## src/rtl/spram_march_pkg.sv

```systemverilog
// spram_march_pkg: shared types for the March C- single-port RAM test fixture.
// State encoding, element indices and per-element op descriptors.
package spram_march_pkg;

  typedef enum logic [1:0] {
    S_IDLE,
    S_RUN,
    S_DRAIN,
    S_DONE
  } state_t;

  localparam logic [2:0] M0 = 3'd0;
  localparam logic [2:0] M1 = 3'd1;
  localparam logic [2:0] M2 = 3'd2;
  localparam logic [2:0] M3 = 3'd3;
  localparam logic [2:0] M4 = 3'd4;
  localparam logic [2:0] M5 = 3'd5;

  typedef struct packed {
    logic down;
    logic two_ops;
    logic rd_first;
    logic rd_pol;
    logic wr_pol;
  } elem_desc_t;

  // Single-op elements: M0 is a lone write, M5 a lone read.
  function automatic elem_desc_t elem_desc(input logic [2:0] e);
    elem_desc_t d;
    d = '{1'b0, 1'b0, 1'b1, 1'b0, 1'b0};
    case (e)
      M0: d = '{1'b0, 1'b0, 1'b0, 1'b0, 1'b0};
      M1: d = '{1'b0, 1'b1, 1'b1, 1'b0, 1'b1};
      M2: d = '{1'b0, 1'b1, 1'b1, 1'b1, 1'b0};
      M3: d = '{1'b1, 1'b1, 1'b1, 1'b0, 1'b1};
      M4: d = '{1'b1, 1'b1, 1'b1, 1'b1, 1'b0};
      M5: d = '{1'b0, 1'b0, 1'b1, 1'b0, 1'b0};
      default: ;
    endcase
    return d;
  endfunction

endpackage

```

## src/rtl/spram_march_seq.sv

```systemverilog
// spram_march_seq: walks March C- elements, addresses and ops.
// Presents the next op; advances on step, otherwise rewinds to the start.
module spram_march_seq
  import spram_march_pkg::*;
#(
  parameter int ADDR_SZ = 14
) (
  input  logic               clk,
  input  logic               rst_n,
  input  logic               step,
  output logic [2:0]         elem,
  output logic [ADDR_SZ-1:0] addr,
  output logic               rd,
  output logic               pol,
  output logic               last
);

  localparam logic [ADDR_SZ-1:0] AMAX = '1;

  elem_desc_t d;
  logic op;
  logic op_last;
  logic term;

  assign d       = elem_desc(elem);
  assign op_last = (op == d.two_ops);
  assign term    = d.down ? (addr == '0) : (addr == AMAX);
  assign rd      = d.rd_first & ~op;
  assign pol     = rd ? d.rd_pol : d.wr_pol;
  assign last    = (elem == M5) & op_last & term;

  // Terminal-value wrap: the counter never relies on overflow.
  always_ff @(posedge clk or negedge rst_n) begin
    if (!rst_n) begin
      elem <= M0;
      addr <= '0;
      op   <= 1'b0;
    end else if (!step) begin
      elem <= M0;
      addr <= '0;
      op   <= 1'b0;
    end else if (!op_last) begin
      op <= 1'b1;
    end else begin
      op <= 1'b0;
      if (term) begin
        elem <= elem + 3'd1;
        addr <= elem_desc(elem + 3'd1).down ? AMAX : '0;
      end else begin
        addr <= d.down ? addr - 1'b1 : addr + 1'b1;
      end
    end
  end

endmodule

```

## config.mk

```make
export PLATFORM = sky130hd
export DESIGN_NAME = spram_march_seq
export DESIGN_NICKNAME = d
export VERILOG_FILES = /design/src/rtl/spram_march_pkg.sv /design/src/rtl/spram_march_seq.sv
export SDC_FILE = /design/constraint.sdc
export NUM_CORES = 1
export LEC_CHECK = 0
export CAP_MARGIN = 20
export CORE_MARGIN = 3
export CORE_UTILIZATION = 57
export DETAILED_ROUTE_END_ITERATION = 12
export DONT_BUFFER_PORTS = 1
export PLACE_DENSITY = 0.79
export SLEW_MARGIN = 5
export SYNTH_ARGS = -nofsm -noshare
export SYNTH_HDL_FRONTEND = slang
export SYNTH_SLANG_ARGS = --single-unit
export TNS_END_PERCENT = 100
```

## constraint.sdc

```tcl
create_clock -name clk -period 2.7 [get_ports clk]
set_input_delay 0.54 -clock clk [delete_from_list [all_inputs] [get_ports clk]]
set_output_delay 0.54 -clock clk [all_outputs]
set_load 0.05 [all_outputs]
```

==> flow_summary.ini <==
[run_status]
violations = setup timing
status = finished with violations

[synthesis]
synth_cells = 199
synthesis.nets = 221
ys_seq_area_share_pct = 25.8
yosysTopAreaCellShare_pct = 25.8
async_flop_share_pct = 100
yosys_warnings = 0
synth_edf_count = 0
synth.area.top_cells = dfrtp_1 (26%), ha_1 (13%), a21oi_1 (4.3%)
ys_ff_latch = 18
syn_area_per_cell_sq_um = 8.76
synth_top_area_cell = dfrtp_1
dominantRegCellSynth = dfrtp_1
yosysUniqueCellTypes = 56
netlist_area_sq_um = 1740

[cells_and_area]
syn_to_final_growth_pct = 34.8
finalNonFillerCells = 273
nets = 265
final_area_sq_um = 2350
layout_commonest_cell = buf_4
n_antenna_cell = 0
drive_gt1_share_pct = 42.6
final_cell_mix = buf_4 (42), a21oi_1 (14), nor2_1 (11), nand2_1 (11), dfrtp_2 (11)

[sta]
drv_slew = 0
rsz0062_at_grt = yes
period_minus_slack_ns = 2.80
fin_worst_skew_ns = 0.00809
slew-limit-headroom_pct = 41.0
max_freq_ghz = 0.358
fin_tns_setup_ns = -0.160
period_share_pct = 104
hold_viol_final = 0
tightest_slew_ns = 0.883
setup_violations = 3
timing.final.ws_setup_ns = -0.0956

[floorplanning]
initial_core_util_pct = 61.7
boundaryPins = 23
die_h_um = 61.3
fp-row-count = 19
dieWidth_um = 61.3
dieArea_sq_um = 3760
fp.coreArea_sq_um = 2830

[setup_path]
cp-end-kind = flop
critPathRequiredTime_ns = 2.91
arrival_ns = 3.01
r2r_start = elem[0]$_DFFE_PN0P_
path_class = reg -> reg
critPathLaunchType = flop
reg2regPathDepth = 11
reg2reg_slack_ns = -0.1
cp_max_fo = 7
r2r_end = addr[8]$_DFFE_PN0N_

[grt]
grt_max_degree = 19
met2_usage_pct = 48.2
antenna_found_initial = 0
track_usage_pct = 28.2
grt_overflow = 0
grtUsageMet3_pct = 2.52
use_met1_pct = 35.5
first_global_vias = 1771
busiest_layer = met2
grt_pass1_wl_um = 7950

[placement]
io_buffers = 0
dp_cells = 255
place_ws_ns = -0.113
dp_hpwl_um = 3660
place_congestion = 0.919
placed_area_sq_um = 2030

[detailed_routing]
drc_errors = 0
wl_um = 5750
dr_total_vias = 1889
routed_via_density = 6.92
dr.pass1.iters = 7
wl_per_cell_um = 21.0
drt_iter0_markers = 125
drt.antenna.violating_nets = 0

[min_path]
hp-class = in -> reg
min_to = addr[7]$_DFFE_PN0N_
whs_path_depth = 2
worstHoldStart = step

[power_and_ir_drop]
max-vdd-ir-drop_mv = 0.131
p_leak_uw = 0.00114
power.total_uw = 566
pwr_density_cell_nw_per_um2 = 241

[cts]
clk_pin_slew_ns = 0.12
clk_path_buf_depth = 2
root_buffer = clkbuf_4
cts_tree = yes
clk-insertion-delay-late_ns = 0.31
cts_num_sinks = 18
cts_buffers = 3
cts_htree_levels = 1

[run]
drv_cap = 0
## cell type report
class	instances	area (sq um)
clock buffer	4	36.3
fill	142	478
inverter	14	57.6
multi-input combinational	162	1410
sequential	18	464
tap	31	38.8
timing repair buffer	44	340
## per-stage QoR
step / hold WS, ns / util (%)
after floorplan: 0.244 / -
after CTS: 0.392 / 75.1
after global routing: 0.407 / 83.1
final: 0.395 / 83.1
after detailed placement: 0.245 / 71.9
after global placement: 0.245 / 71.9
## state kept, by name (all words and copies together) (netlist names)
signal and flops:
op 1, elem 3, addr 14
## what timing repair did
item                                    4_1_cts  5_1_grt
setup buffers                                 2       11
endpoints found under the setup margin        7        8
resized for setup                             5       34
pin swaps                                     3        8
hold buffers                                  1        0
hold endpoints to repair                     18        0
## cells by family after synthesis
family	share of synthesized area, %
and+or+nand+nor	20.4
xor gates and xnor gates	2.51
adders and majority gates	14.1
muxes	4.52
AOI/OAI and AO/OA	28.1
DFF	25.8
buffers and inverters	4.52
## metal layers
| layer | wire length (um) | up-vias |
|---|---|---|
| met5 | 0 | - |
| met4 | 212 | 0 |
| met3 | 525 | 24 |
| met2 | 2740 | 122 |
| met1 | 2270 | 891 |
| li1 | - | 852 |
## synth_stat cells (all sizes together), types with 5 or more instances
cell type,count
ha,18
a22o,6
o21ai,14
a31oi,5
nor3,6
a21o,6
inv,14
nor4,5
nor2,13
a21oi,15
nand2,11
dfrtp,18
## worst max-delay path, stage by stage (launching register included)
cell and delay, ns:
dfrtp_2 0.43, inv_2 0.07, ha_4 0.18, mux2i_4 0.19
clkinv_4 0.12, buf_8 0.16, ha_1 0.29, o21a_1 0.22
o21ai_1 0.14, a31oi_1 0.08, or4_1 0.52, a32o_2 0.30
## worst max-delay path by stage
stage	from	endpoint	slack (ns)	depth (start not counted)
after floorplan	elem[0]$_DFFE_PN0P_	addr[13]$_DFFE_PN0N_	-0.11	11
after detailed placement	elem[1]$_DFFE_PN0P_	addr[11]$_DFFE_PN0N_	-0.11	11
after CTS	elem[0]$_DFFE_PN0P_	addr[11]$_DFFE_PN0N_	-0.004	10
after global routing	elem[0]$_DFFE_PN0P_	addr[8]$_DFFE_PN0N_	-0.13	11
final	elem[0]$_DFFE_PN0P_	addr[8]$_DFFE_PN0N_	-0.1	11
after global placement	elem[1]$_DFFE_PN0P_	addr[11]$_DFFE_PN0N_	-0.05	11
## power breakdown
| part | internal [uW] | switching [uW] | total [uW] |
|---|---|---|---|
| sequential | 277 | 9.98 | 287 |
| clock | 82.5 | 96.8 | 179 |
| combinational | 35.1 | 64.6 | 99.8 |
| total | 394 | 171 | 566 |
Power figures use the tool's default switching activity.
